`src/rtl/lorenz_step_scheduler.sv`:
```
// Lorenz Euler-step sequencer: time-multiplexes one external 7.20 multiplier over the
// four products of a step and streams each new x/y/z state over valid/ready.
module lorenz_step_scheduler #(
    parameter int N        = 27,
    parameter int DT_SHIFT = 8,
    parameter int STEP_W   = 16
) (
    input  logic              clk,
    input  logic              reset,
    input  logic              start,
    input  logic [STEP_W-1:0] num_steps,
    input  logic [N-1:0]      sigma,
    input  logic [N-1:0]      rho,
    input  logic [N-1:0]      beta,
    input  logic [N-1:0]      x0,
    input  logic [N-1:0]      y0,
    input  logic [N-1:0]      z0,
    output logic [N-1:0]      mul_a,
    output logic [N-1:0]      mul_b,
    input  logic [N-1:0]      mul_p,
    output logic [N-1:0]      x,
    output logic [N-1:0]      y,
    output logic [N-1:0]      z,
    output logic              sample_valid,
    input  logic              sample_ready,
    output logic              busy,
    output logic              done,
    output logic [2:0]        fsm_state
);

    // sample_valid/sample_ready: a sample transfers on a rising edge where both are high;
    // while valid is high x/y/z stay stable, and valid drops only after a transfer.

    typedef enum logic [2:0] {
        S_IDLE = 3'd0,
        S_LOAD = 3'd1,
        S_MUL0 = 3'd2,
        S_MUL1 = 3'd3,
        S_MUL2 = 3'd4,
        S_MUL3 = 3'd5,
        S_UPD  = 3'd6,
        S_EMIT = 3'd7
    } state_t;

    state_t            state;
    logic [STEP_W-1:0] steps_r;
    logic [STEP_W-1:0] count;
    logic [N-1:0]      sigma_r;
    logic [N-1:0]      rho_r;
    logic [N-1:0]      beta_r;
    logic [N-1:0]      x0_r;
    logic [N-1:0]      y0_r;
    logic [N-1:0]      z0_r;
    logic [N-1:0]      p1;
    logic [N-1:0]      p2;
    logic [N-1:0]      p3;
    logic [N-1:0]      p4;

    logic [N-1:0] dx_v;
    logic [N-1:0] dy_v;
    logic [N-1:0] dz_v;

    // Multiplying by dt is a pure arithmetic shift of the state.
    assign dx_v = N'($signed(x) >>> DT_SHIFT);
    assign dy_v = N'($signed(y) >>> DT_SHIFT);
    assign dz_v = N'($signed(z) >>> DT_SHIFT);

    assign fsm_state = state;

    always_comb begin
        mul_a = '0;
        mul_b = '0;
        case (state)
            S_MUL0: begin
                mul_a = dy_v - dx_v;
                mul_b = sigma_r;
            end
            S_MUL1: begin
                mul_a = dx_v;
                mul_b = rho_r - z;
            end
            S_MUL2: begin
                mul_a = dx_v;
                mul_b = y;
            end
            S_MUL3: begin
                mul_a = dz_v;
                mul_b = beta_r;
            end
            default: begin
                mul_a = '0;
                mul_b = '0;
            end
        endcase
    end

    always_ff @(posedge clk) begin
        if (!reset) begin
            state        <= S_IDLE;
            steps_r      <= '0;
            count        <= '0;
            sigma_r      <= '0;
            rho_r        <= '0;
            beta_r       <= '0;
            x0_r         <= '0;
            y0_r         <= '0;
            z0_r         <= '0;
            p1           <= '0;
            p2           <= '0;
            p3           <= '0;
            p4           <= '0;
            x            <= '0;
            y            <= '0;
            z            <= '0;
            sample_valid <= 1'b0;
            busy         <= 1'b0;
            done         <= 1'b0;
        end else begin
            done <= 1'b0;
            case (state)
                S_IDLE: begin
                    if (start) begin
                        if (num_steps != '0) begin
                            steps_r <= num_steps;
                            sigma_r <= sigma;
                            rho_r   <= rho;
                            beta_r  <= beta;
                            x0_r    <= x0;
                            y0_r    <= y0;
                            z0_r    <= z0;
                            busy    <= 1'b1;
                            state   <= S_LOAD;
                        end else begin
                            // A zero-length run completes immediately without touching state.
                            done <= 1'b1;
                        end
                    end
                end
                S_LOAD: begin
                    x     <= x0_r;
                    y     <= y0_r;
                    z     <= z0_r;
                    count <= '0;
                    state <= S_MUL0;
                end
                S_MUL0: begin
                    p1    <= mul_p;
                    state <= S_MUL1;
                end
                S_MUL1: begin
                    p2    <= mul_p;
                    state <= S_MUL2;
                end
                S_MUL2: begin
                    p3    <= mul_p;
                    state <= S_MUL3;
                end
                S_MUL3: begin
                    p4    <= mul_p;
                    state <= S_UPD;
                end
                S_UPD: begin
                    x            <= x + p1;
                    y            <= y + p2 - dy_v;
                    z            <= z + p3 - p4;
                    count        <= count + 1'b1;
                    sample_valid <= 1'b1;
                    state        <= S_EMIT;
                end
                S_EMIT: begin
                    if (sample_ready) begin
                        sample_valid <= 1'b0;
                        if (count == steps_r) begin
                            busy  <= 1'b0;
                            done  <= 1'b1;
                            state <= S_IDLE;
                        end else begin
                            state <= S_MUL0;
                        end
                    end
                end
                default: state <= S_IDLE;
            endcase
        end
    end

endmodule
```
`config.mk`:
```
export PLATFORM = sky130hd
export DESIGN_NAME = lorenz_step_scheduler
export DESIGN_NICKNAME = d
export VERILOG_FILES = /design/src/rtl/lorenz_step_scheduler.sv
export SDC_FILE = /design/constraint.sdc
export NUM_CORES = 1
export LEC_CHECK = 0
export BUFFER_PORTS_ARGS = -buffer_cell sky130_fd_sc_hd__buf_4
export CAP_MARGIN = 20
export CORE_UTILIZATION = 45
export CTS_CLUSTER_SIZE = 30
export DETAILED_ROUTE_END_ITERATION = 8
export PLACE_DENSITY = 0.77
export SYNTH_ARGS = -nofsm -noshare
export SYNTH_HDL_FRONTEND = slang
export SYNTH_SLANG_ARGS = --single-unit
```
`constraint.sdc`:
```
create_clock -name clk -period 3.8 [get_ports clk]
set_input_delay 0.38 -clock clk [delete_from_list [all_inputs] [get_ports clk]]
set_output_delay 0.38 -clock clk [all_outputs]
set_load 0.1 [all_outputs]
```
==> results of run 1 <==
## path summary, 6_finish.rpt
kind	startpoint	endpoint	slack [ns]	cells after the start
max reg2reg	z[1]$_SDFFE_PN0P_	z[25]$_SDFFE_PN0P_	0.18	13
min	beta[0]	beta_r[0]$_SDFFE_PN0P_	0.03	3
max	z[4]$_SDFFE_PN0P_	mul_b[25]	-0.12	13
min reg2reg	z0_r[22]$_SDFFE_PN0P_	z0_r[22]$_SDFFE_PN0P_	0.45	2
## through the flow
stage | instances | instance area, um2 | setup WS, ns
global route | 4064 | 29300 | -0.188
floorplan | 3057 | 23700 | -0.225
CTS | 4060 | 29100 | -0.0794
finish | 4068 | 29300 | -0.115
detailed placement | 3971 | 27100 | 0.144
global placement | 3971 | 27100 | 0.200
## worst max-delay path, delay by kind of cell (launching register included)
| family | cells | cell delay (ns) |
|---|---|---|
| AO/OA/AOI/OAI | 7 | 1.24 |
| XOR/XNOR | 1 | 0.09 |
| adder cells (fa/ha/maj) | 1 | 0.25 |
| buffers and inverters | 3 | 0.45 |
| flip-flops | 1 | 0.37 |
| AND/OR/NAND/NOR | 1 | 0.53 |
## area by class of cell
| class | count | area [um2] |
|---|---|---|
| inverters | 249 | 947 |
| flip-flops and latches | 389 | 7880 |
| clock inverters | 19 | 213 |
| fillers | 4569 | 21300 |
| clock buffers | 61 | 1310 |
| diodes | 4 | 10.0 |
| well taps | 672 | 841 |
| repair buffers | 431 | 3550 |
| multi-input cells | 2243 | 14500 |
## timing repair
action                                  CTS  global route
endpoints found under the setup margin   27            29
setup buffers                             9             4
gates resized for setup                  77            49
pin swaps                                20            17
## metal layers
| metal | vias up | GRT usage (%) | wire (um) |
|---|---|---|---|
| met5 | - | 0 | 22 |
| met4 | 4 | 15.8 | 4670 |
| met3 | 217 | 6.57 | 8410 |
| met2 | 1151 | 49.1 | 37900 |
| met1 | 11000 | 41.0 | 34500 |
| li1 | 11000 | - | - |
## cell families after synthesis
group	Yosys count	share of synthesized area, %
xor+xnor	110	4.15
buf+inv	425	6.98
simple gates	1038	18.9
flops	389	33.5
mux	46	2.00
fa+ha+maj	181	11.5
compound gates	868	22.9
## where the power goes
group / internal [mW] / switching, mW / total, mW
clock network: 2.68 / 1.86 / 4.55
registers: 4.29 / 0.191 / 4.48
logic: 1.65 / 2.80 / 4.46
total: 8.62 / 4.86 / 13.5
## synthesized netlist by cell type (8+ instances only)
library cell    n
mux2i_1        43
clkbuf_1      150
a211oi_1       15
or3_1          13
nand4_1        21
nor4_1          8
nor3_1         24
nor2b_1        18
a31oi_1        12
o221ai_1       14
o21a_1         17
ha_1          126
nand3_1        48
a21o_1         56
a21oi_1       408
nor2_1         89
inv_1         247
o21ai_0       116
xnor2_1        65
o211ai_1       13
xor2_1         45
fa_1           55
buf_1          18
a221oi_1       10
o21ai_1        11
a21boi_0       30
o22ai_1        17
nand2_1       730
o21bai_1       16
a22oi_1        62
and2_1         26
nand2b_1       20
and3_1         12
o31ai_1        10
dfxtp_1       389
## placed cells by master, fill, tap and decap left out, types with 15 or more instances in the layout
cell type	n
fa_1	53
o21a_1	17
ha_1	109
a21oi_1	402
a21o_1	56
nor2b_1	16
nand4_1	21
xnor2_1	64
nand3_1	45
nand2_1	728
inv_1	235
xor2_1	42
and2_1	26
clkbuf_16	47
buf_4	402
nand2b_1	18
nor3_1	22
mux2i_1	43
nor2_1	82
o21ai_0	102
o21bai_1	15
dfxtp_1	342
buf_12	23
a22oi_1	62
dfxtp_2	33
a21boi_0	28
==> flow_metrics.env, run 1 <==
export IMPL_ir_worst_vdd_v=0.000295
export IMPL_cts_tree="built"
export IMPL_yosys_area_top_type="dfxtp_1"
export IMPL_ys_seq_area_share_pct=33.5
export IMPL_hold_buffers=0
export IMPL_start_util_pct=46.0
export IMPL_drv_slew=0
export IMPL_status="finished, violations left"
export IMPL_gp_congestion=0.988
export IMPL_critPathKind="reg2out"
export IMPL_total_power_mw=13.5
export IMPL_setup_ws_ns=-0.115
export IMPL_synth_ff_type="dfxtp_1"
export IMPL_hp_class="in2reg"
export IMPL_cpMaxStageDelayCell="or4_4"
export IMPL_grt_setup_unrepaired="true"
export IMPL_num_vias=23300
export IMPL_drtIter0Drc=2344
export IMPL_root_buffer="clkbuf_16"
export IMPL_power_density_nw_per_um2=460
export IMPL_synth_area_per_cell_um2=7.60
export IMPL_cp_arrival_ns=3.54
export IMPL_crit_path_max_incr_delay_ns=0.53
export IMPL_ios=350
export IMPL_violations="setup timing"
export IMPL_fin_crit_ns=3.92
export IMPL_ys_ff_latch=389
export IMPL_nets=3749
export IMPL_coreArea_um2=50600
export IMPL_antenna_found_initial=6
export IMPL_syn_area_um2=23200
export IMPL_cp_required_ns=3.42
export IMPL_finalSetupTns_ns=-0.151
export IMPL_end_kind="primary output"
export IMPL_max_cap_violations=0
export IMPL_num_rows=82
export IMPL_async_flop_share_pct=0
export IMPL_overflow=0
export IMPL_drc=0
export IMPL_path_cells="inv_4 -> ha_4 -> or4_4 -> o2111a_1 -> o21ai_2 -> a21oi_2 -> o31ai_4 -> a211oi_2 -> a311oi_2 -> buf_4 -> xor2_4 -> o21ai_4 -> buf_12"
export IMPL_grt_usage_pct=31.4
export IMPL_die_area_um2=52600
export IMPL_first_global_vias=21400
export IMPL_finalCritPeriodShare_pct=103
export IMPL_htreeDepth=2
export IMPL_yosysTopAreaCellShare_pct=33.5
export IMPL_clock_sinks=389
export IMPL_ant_nets=0
export IMPL_grt_max_degree=117
export IMPL_die_x_um=229
export IMPL_synth_edf_count=0
export IMPL_finalSetupViolations=3
export IMPL_synth_cells=3057
export IMPL_p_leak_nw=12.0
export IMPL_avgViaCountPerCell=5.74
export IMPL_final_setup_skew_ns=0.0261
export IMPL_wire_per_inst_um=21.0
export IMPL_final_layout_size_suffix_gt1_share_pct=20.1
export IMPL_ys_types=78
export IMPL_slew_headroom_pct=38.4
export IMPL_ys_warn_count=0
export IMPL_fmax_mhz=255
export IMPL_cts_buffers_inserted=45
export IMPL_utilization_pct=57.9
export IMPL_die_h_um=229
export IMPL_routed_wirelength_mm=85.6
export IMPL_worst_pin_slew_ns=0.924
export IMPL_drt_pass1_iterations=6
export IMPL_critPathLaunchType="register"
export IMPL_synth_area_top_cells="dfxtp_1 (34%), nand2_1 (12%), a21oi_1 (8.8%)"
export IMPL_syn_nets=3447
export IMPL_clock_latency_ns=0.59
export IMPL_hold_viol=0
export IMPL_cts_max_path_buffers=3
export IMPL_port_buffers=349
export IMPL_syn_to_final_growth_pct=26.1
export IMPL_clk_pin_slew_ns=0.06
export IMPL_whs_ns=0.0306
export IMPL_grt_pass1_wl_mm=127
export IMPL_hpwl_mm=63.9
export IMPL_path_max_fanout=4
Note: power is estimated with default switching activity, not from simulation.
==> inputs of run 2 (changes only) <==
--- a/config.mk
+++ b/config.mk
@@ -7,6 +7,7 @@
 export LEC_CHECK = 0
 export BUFFER_PORTS_ARGS = -buffer_cell sky130_fd_sc_hd__buf_4
 export CAP_MARGIN = 20
+export CORE_MARGIN = 2
 export CORE_UTILIZATION = 45
 export CTS_CLUSTER_SIZE = 30
 export DETAILED_ROUTE_END_ITERATION = 8
==> run 2 against run 1 <==
Critical endpoint is now mul_b[26]. Via count down 1.1%. Highest routed layer unchanged. Clock power is 9.7% lower. Total power down 4.1%. Sequential cell count unchanged. First-iteration DRC count is 7.6% lower. Die area is 1.8% higher. Critical path depth decreased by 1. The flow still finishes with violations (setup timing).
==> flow_metrics.env, run 2 (synthesis gave the netlist of run 1 again) <==
export IMPL_hold_depth=3
export IMPL_p_int_mw=8.27
export IMPL_cpMaxStageDelayCell="or3_1"
export IMPL_p_leak_nw=11.9
export IMPL_hold_viol=0
export IMPL_num_vias=23100
export IMPL_ant_nets=0
export IMPL_critPathTopFamily="compound AO/OA/AOI/OAI gates"
export IMPL_grt_setup_unrepaired="true"
export IMPL_antenna_found_initial=3
export IMPL_final_setup_skew_ns=0.0239
export IMPL_swShare_pct=36.0
export IMPL_die_h_um=231
export IMPL_cts_tree="built"
export IMPL_violations="setup timing"
export IMPL_drc=0
export IMPL_grt_max_degree=126
export IMPL_crit_path_max_incr_delay_ns=0.37
export IMPL_top_layer="met5"
export IMPL_start_util_pct=45.4
export IMPL_coreArea_um2=51200
export IMPL_final_layout_size_suffix_gt1_share_pct=19.2
export IMPL_port_buffers=349
export IMPL_drv_slew=0
export IMPL_routed_wirelength_mm=84.2
export IMPL_grt_pass1_wl_mm=126
export IMPL_cts_buffers_inserted=44
export IMPL_path_max_fanout=4
export IMPL_stdcell_count=4048
export IMPL_root_buffer="clkbuf_16"
export IMPL_drtIter0Drc=2167
export IMPL_first_global_vias=21300
export IMPL_critPathLaunchType="register"
export IMPL_clock_latency_ns=0.58
export IMPL_path_cells="ha_4 -> fa_2 -> nor2b_2 -> o31a_1 -> o41a_1 -> a211oi_2 -> or3_1 -> a311o_1 -> nand3_2 -> nand4_1 -> o211ai_1 -> buf_6"
export IMPL_fillers=4752
export IMPL_end_kind="primary output"
export IMPL_preCtsSetupSlack_ns=0.162
export IMPL_syn_to_final_growth_pct=24.6
export IMPL_final_common_cell="nand2_1"
export IMPL_die_area_um2=53500
export IMPL_hp_class="in2reg"
export IMPL_finalCritPeriodShare_pct=101
export IMPL_dp_cells=3963
export IMPL_power_density_nw_per_um2=446
export IMPL_cp_required_ns=3.42
export IMPL_cp_depth=12
export IMPL_mostFrequentLayoutCells="nand2_1 (729), a21oi_1 (403), buf_4 (383)"
export IMPL_drt_met1_wl_mm=35.0
export IMPL_worst_pin_slew_ns=0.819
export IMPL_seqPwrFrac_pct=34.6
export IMPL_pwr_share_clk_pct=31.8
export IMPL_avgViaCountPerCell=5.71
export IMPL_dpl_cell_area_um2=27100
export IMPL_p_sw_mw=4.66
export IMPL_critPathKind="reg2out"
export IMPL_hpwl_mm=62.8
export IMPL_worst_r2r_path_depth=13
export IMPL_grt_usage_pct=30.5
export IMPL_drt_pass1_iterations=5
export IMPL_clock_sinks=389
export IMPL_worstPathBufferInverterCount=1
export IMPL_gp_congestion=0.985
export IMPL_cts_max_path_buffers=3
export IMPL_nets=3730
export IMPL_max_cap_violations=0
export IMPL_fin_area_um2=29000
export IMPL_overflow=0
export IMPL_fin_crit_ns=3.85
export IMPL_ir_worst_vdd_v=0.000305
export IMPL_finalSetupTns_ns=-0.0945
export IMPL_die_x_um=231
export IMPL_met3WireLength_mm=7.35
export IMPL_wl_met2_mm=36.9
export IMPL_htreeDepth=2
export IMPL_fmax_mhz=260
export IMPL_ios=350
export IMPL_utilization_pct=56.6
export IMPL_wire_per_inst_um=20.8
export IMPL_clk_pin_slew_ns=0.06
export IMPL_finalSetupViolations=3
export IMPL_slew_headroom_pct=45.4
export IMPL_pwr_share_comb_pct=33.6
export IMPL_cp_arrival_ns=3.47
export IMPL_num_rows=83
export IMPL_status="finished, violations left"
export IMPL_setup_ws_ns=-0.0533
## run 2: cell count changes in the layout (fill, tap and decap cells not counted), sizes merged
cell      before  now
bufinv         4    1
clkinvlp       2    0
clkbuf        61   65
inv          252  249
buf          431  413
clkinv        10    6
diode          4    2
## run 2: final timing paths
kind / startpoint / end / slack [ns]
worst min-delay path: beta[20] / beta_r[20]$_SDFFE_PN0P_ / 0.05
worst max register to register: z[1]$_SDFFE_PN0P_ / z[25]$_SDFFE_PN0P_ / 0.26
worst max-delay path: z[0]$_SDFFE_PN0P_ / mul_b[26] / -0.05
worst min register to register: z0_r[6]$_SDFFE_PN0P_ / z0_r[6]$_SDFFE_PN0P_ / 0.45
## run 2: power groups by stage
| stage | clock (mW) | sequential [mW] | combinational, mW |
|---|---|---|---|
| after floorplan | 0 | 4.72 | 2.75 |
| after global placement | 0 | 4.55 | 4.03 |
| after detailed placement | 0 | 4.55 | 4.06 |
| after CTS | 4.16 | 4.47 | 4.18 |
| after global routing | 4.32 | 4.49 | 4.67 |
| final | 4.11 | 4.47 | 4.34 |
## run 2: routing by layer
metal	global-route usage (%)	vias up
li1	-	10900
met1	40.9	11000
met2	46.6	977
met3	5.41	205
met4	16.3	2
met5	0	-
## run 2: area by class of cell
class                      count  area, um2  area share, %
clock inverter                 7       60.1          0.207
antenna                        2       5.00         0.0173
multi-input combinational   2243      14500           50.1
tap                          680        851           2.94
inverter                     249        947           3.27
clock buffer                  65       1280           4.42
sequential                   389       7880           27.2
timing repair buffer         413       3430           11.8
## run 2: stage by stage
| step | hold slack (ns) | power [mW] |
|---|---|---|
| after floorplan | 0.433 | 7.47 |
| after detailed placement | 0.447 | 8.61 |
| final | 0.0517 | 12.9 |
| after global routing | 0.0482 | 13.5 |
| after global placement | 0.442 | 8.58 |
| after CTS | 0.0281 | 12.8 |
## run 2: worst min-delay path, delay by kind of cell
| kind | cells | cell delay [ns] |
|---|---|---|
| AO/OA/AOI/OAI | 1 | 0.05 |
| buffers and inverters | 1 | 0.11 |
| AND/OR/NAND/NOR | 1 | 0.04 |
## run 2: repair_timing
| action | CTS | global route |
|---|---|---|
| resized for setup | 63 | 50 |
| pin swaps | 22 | 24 |
| hold buffers | 0 | 0 |
| hold endpoints to repair | 0 | 0 |
| setup endpoints to repair | 26 | 28 |
| buffers inserted | 5 | 5 |
==> inputs of run 3 (changes only) <==
==> constraint.sdc (replaced) <==
create_clock -name clk -period 4.91 [get_ports clk]
set_input_delay 0.491 -clock clk [delete_from_list [all_inputs] [get_ports clk]]
set_output_delay 0.491 -clock clk [all_outputs]
set_load 0.1 [all_outputs]
==> run 3 against run 2 <==
The flow now finishes without violations. Sequential power down 22%. Clock skew down 0.0091 ns. Largest cell class unchanged. Sequential share of layout area up 0.70 points. Die area unchanged. Combinational power down 28%. Non-clock buffer count down 33. Worst hold slack better by 0.096 ns. Cell count down 0.62%. Global-route usage up 1.1 points. Critical path depth unchanged.
==> flow_metrics.env, run 3 (synthesis gave the netlist of run 1 again) <==
export IMPL_multi_input_area_um2=13900
export IMPL_hold_viol=0
export IMPL_slew_headroom_pct=27.6
export IMPL_fin_area_um2=27900
export IMPL_antenna_found_initial=2
export IMPL_status="finished clean"
export IMPL_total_power_mw=10.1
export IMPL_path_cells="inv_1 -> ha_1 -> nor2b_1 -> o21ai_0 -> a21boi_0 -> o21ai_0 -> a211oi_1 -> o32ai_1 -> o21ai_0 -> xnor2_1 -> o21ai_1 -> buf_4"
export IMPL_finalSetupViolations=0
export IMPL_drc=0
export IMPL_fmax_mhz=224
export IMPL_grt_usage_pct=31.6
export IMPL_cpMaxStageDelayCell="o32ai_1"
export IMPL_p_leak_nw=11.6
export IMPL_avgViaCountPerCell=5.73
export IMPL_clk_pin_slew_ns=0.06
export IMPL_grt_max_degree=140
export IMPL_dpl_cell_area_um2=26400
export IMPL_finalSetupTns_ns=0
export IMPL_clock_sinks=389
export IMPL_port_buffers=349
export IMPL_overflow=0
export IMPL_routed_wirelength_mm=86.5
export IMPL_crit_path_max_incr_delay_ns=0.57
export IMPL_path_max_fanout=6
export IMPL_cpMostUsedCell="o21ai_0"
export IMPL_start_util_pct=45.4
export IMPL_final_common_cell="nand2_1"
export IMPL_hpwl_mm=64.6
export IMPL_hold_buffers=0
export IMPL_die_x_um=231
export IMPL_final_setup_skew_ns=0.0148
export IMPL_die_area_um2=53500
export IMPL_cts_buffers_inserted=44
export IMPL_drv_slew=0
export IMPL_diodes=0
export IMPL_wire_per_inst_um=21.5
export IMPL_ant_nets=0
export IMPL_die_h_um=231
export IMPL_critPathLaunchType="register"
export IMPL_first_global_vias=21400
export IMPL_drtIter0Drc=2473
export IMPL_num_rows=83
export IMPL_num_vias=23100
export IMPL_dp_cells=3940
export IMPL_syn_to_final_growth_pct=20.1
export IMPL_hp_class="in2reg"
export IMPL_cts_max_path_buffers=3
export IMPL_final_layout_size_suffix_gt1_share_pct=14.7
export IMPL_mostFrequentLayoutCells="nand2_1 (730), a21oi_1 (408), dfxtp_1 (387)"
export IMPL_fin_crit_ns=4.47
export IMPL_nets=3697
export IMPL_root_buffer="clkbuf_16"
export IMPL_finalCritPeriodShare_pct=91.1
export IMPL_worst_pin_slew_ns=1.09
export IMPL_cp_arrival_ns=3.98
export IMPL_end_kind="primary output"
export IMPL_cp_required_ns=4.42
export IMPL_clock_latency_ns=0.59
export IMPL_ctsResizeCount=0
export IMPL_cts_tree="built"
export IMPL_grt_pass1_wl_mm=130
export IMPL_critPathKind="reg2out"
export IMPL_post_cts_buffers=0
export IMPL_drt_pass1_iterations=6
export IMPL_gp_congestion=0.994
export IMPL_whs_ns=0.148
export IMPL_fillers=4868
export IMPL_stdcell_count=4023
export IMPL_power_density_nw_per_um2=361
export IMPL_register_area_um2=7790
export IMPL_coreArea_um2=51200
export IMPL_max_cap_violations=0
export IMPL_ir_worst_vdd_v=0.000227
export IMPL_grt_setup_unrepaired="false"
export IMPL_htreeDepth=2
export IMPL_ios=350
[run 3: worst paths after layout]
kind,from,end,slack [ns],cells after the start
max,x[9]$_SDFFE_PN0P_,mul_a[15],0.44,12
min,z0[14],z0_r[14]$_SDFFE_PN0P_,0.15,3
max reg2reg,z[1]$_SDFFE_PN0P_,z[24]$_SDFFE_PN0P_,1.29,12
min reg2reg,rho_r[0]$_SDFFE_PN0P_,rho_r[0]$_SDFFE_PN0P_,0.45,2
[run 3: cell type report]
type	count	share of cell area (%)
Clock buffer	64	4.68
Tap cell	680	3.05
Timing Repair Buffer	380	10.4
Multi-Input combinational cell	2243	49.9
Sequential cell	389	27.9
Clock inverter	18	0.731
Inverter	249	3.37
[run 3: per-layer routing]
layer,up-vias,GRT usage (%),wire length (um)
met4,4,15.9,4650
met1,10800,41.4,34700
li1,10900,-,-
met2,1110,49.5,38600
met3,216,6.25,8490
met5,-,0,23
[run 3: power by group]
group          internal (mW)  switching, mW  leakage, nW  total, mW
Sequential              3.32          0.154         3.17       3.47
Combinational           1.09           2.02         7.64       3.11
Clock                   2.06           1.43        0.752       3.50
Total                   6.47           3.61         11.6       10.1
[run 3: critical path, delay by kind of cell, from the launching register on]
| family | cells | cell delay, ns |
|---|---|---|
| simple gates | 1 | 0.12 |
| xor+xnor | 1 | 0.16 |
| fa+ha+maj | 1 | 0.27 |
| flops | 1 | 0.44 |
| compound gates | 7 | 1.92 |
| buf+inv | 2 | 0.48 |
[run 3: per-stage QoR]
| stage | setup slack [ns] | utilization, % |
|---|---|---|
| 6_report | 0.439 | 54.5 |
| 5_1_grt | 0.237 | 54.5 |
| 4_1_cts | 0.511 | 54.5 |
| 3_5_place_dp | 1.16 | 51.6 |
| 3_3_place_gp | 1.22 | 51.6 |
| 2_1_floorplan | -0.612 | - |
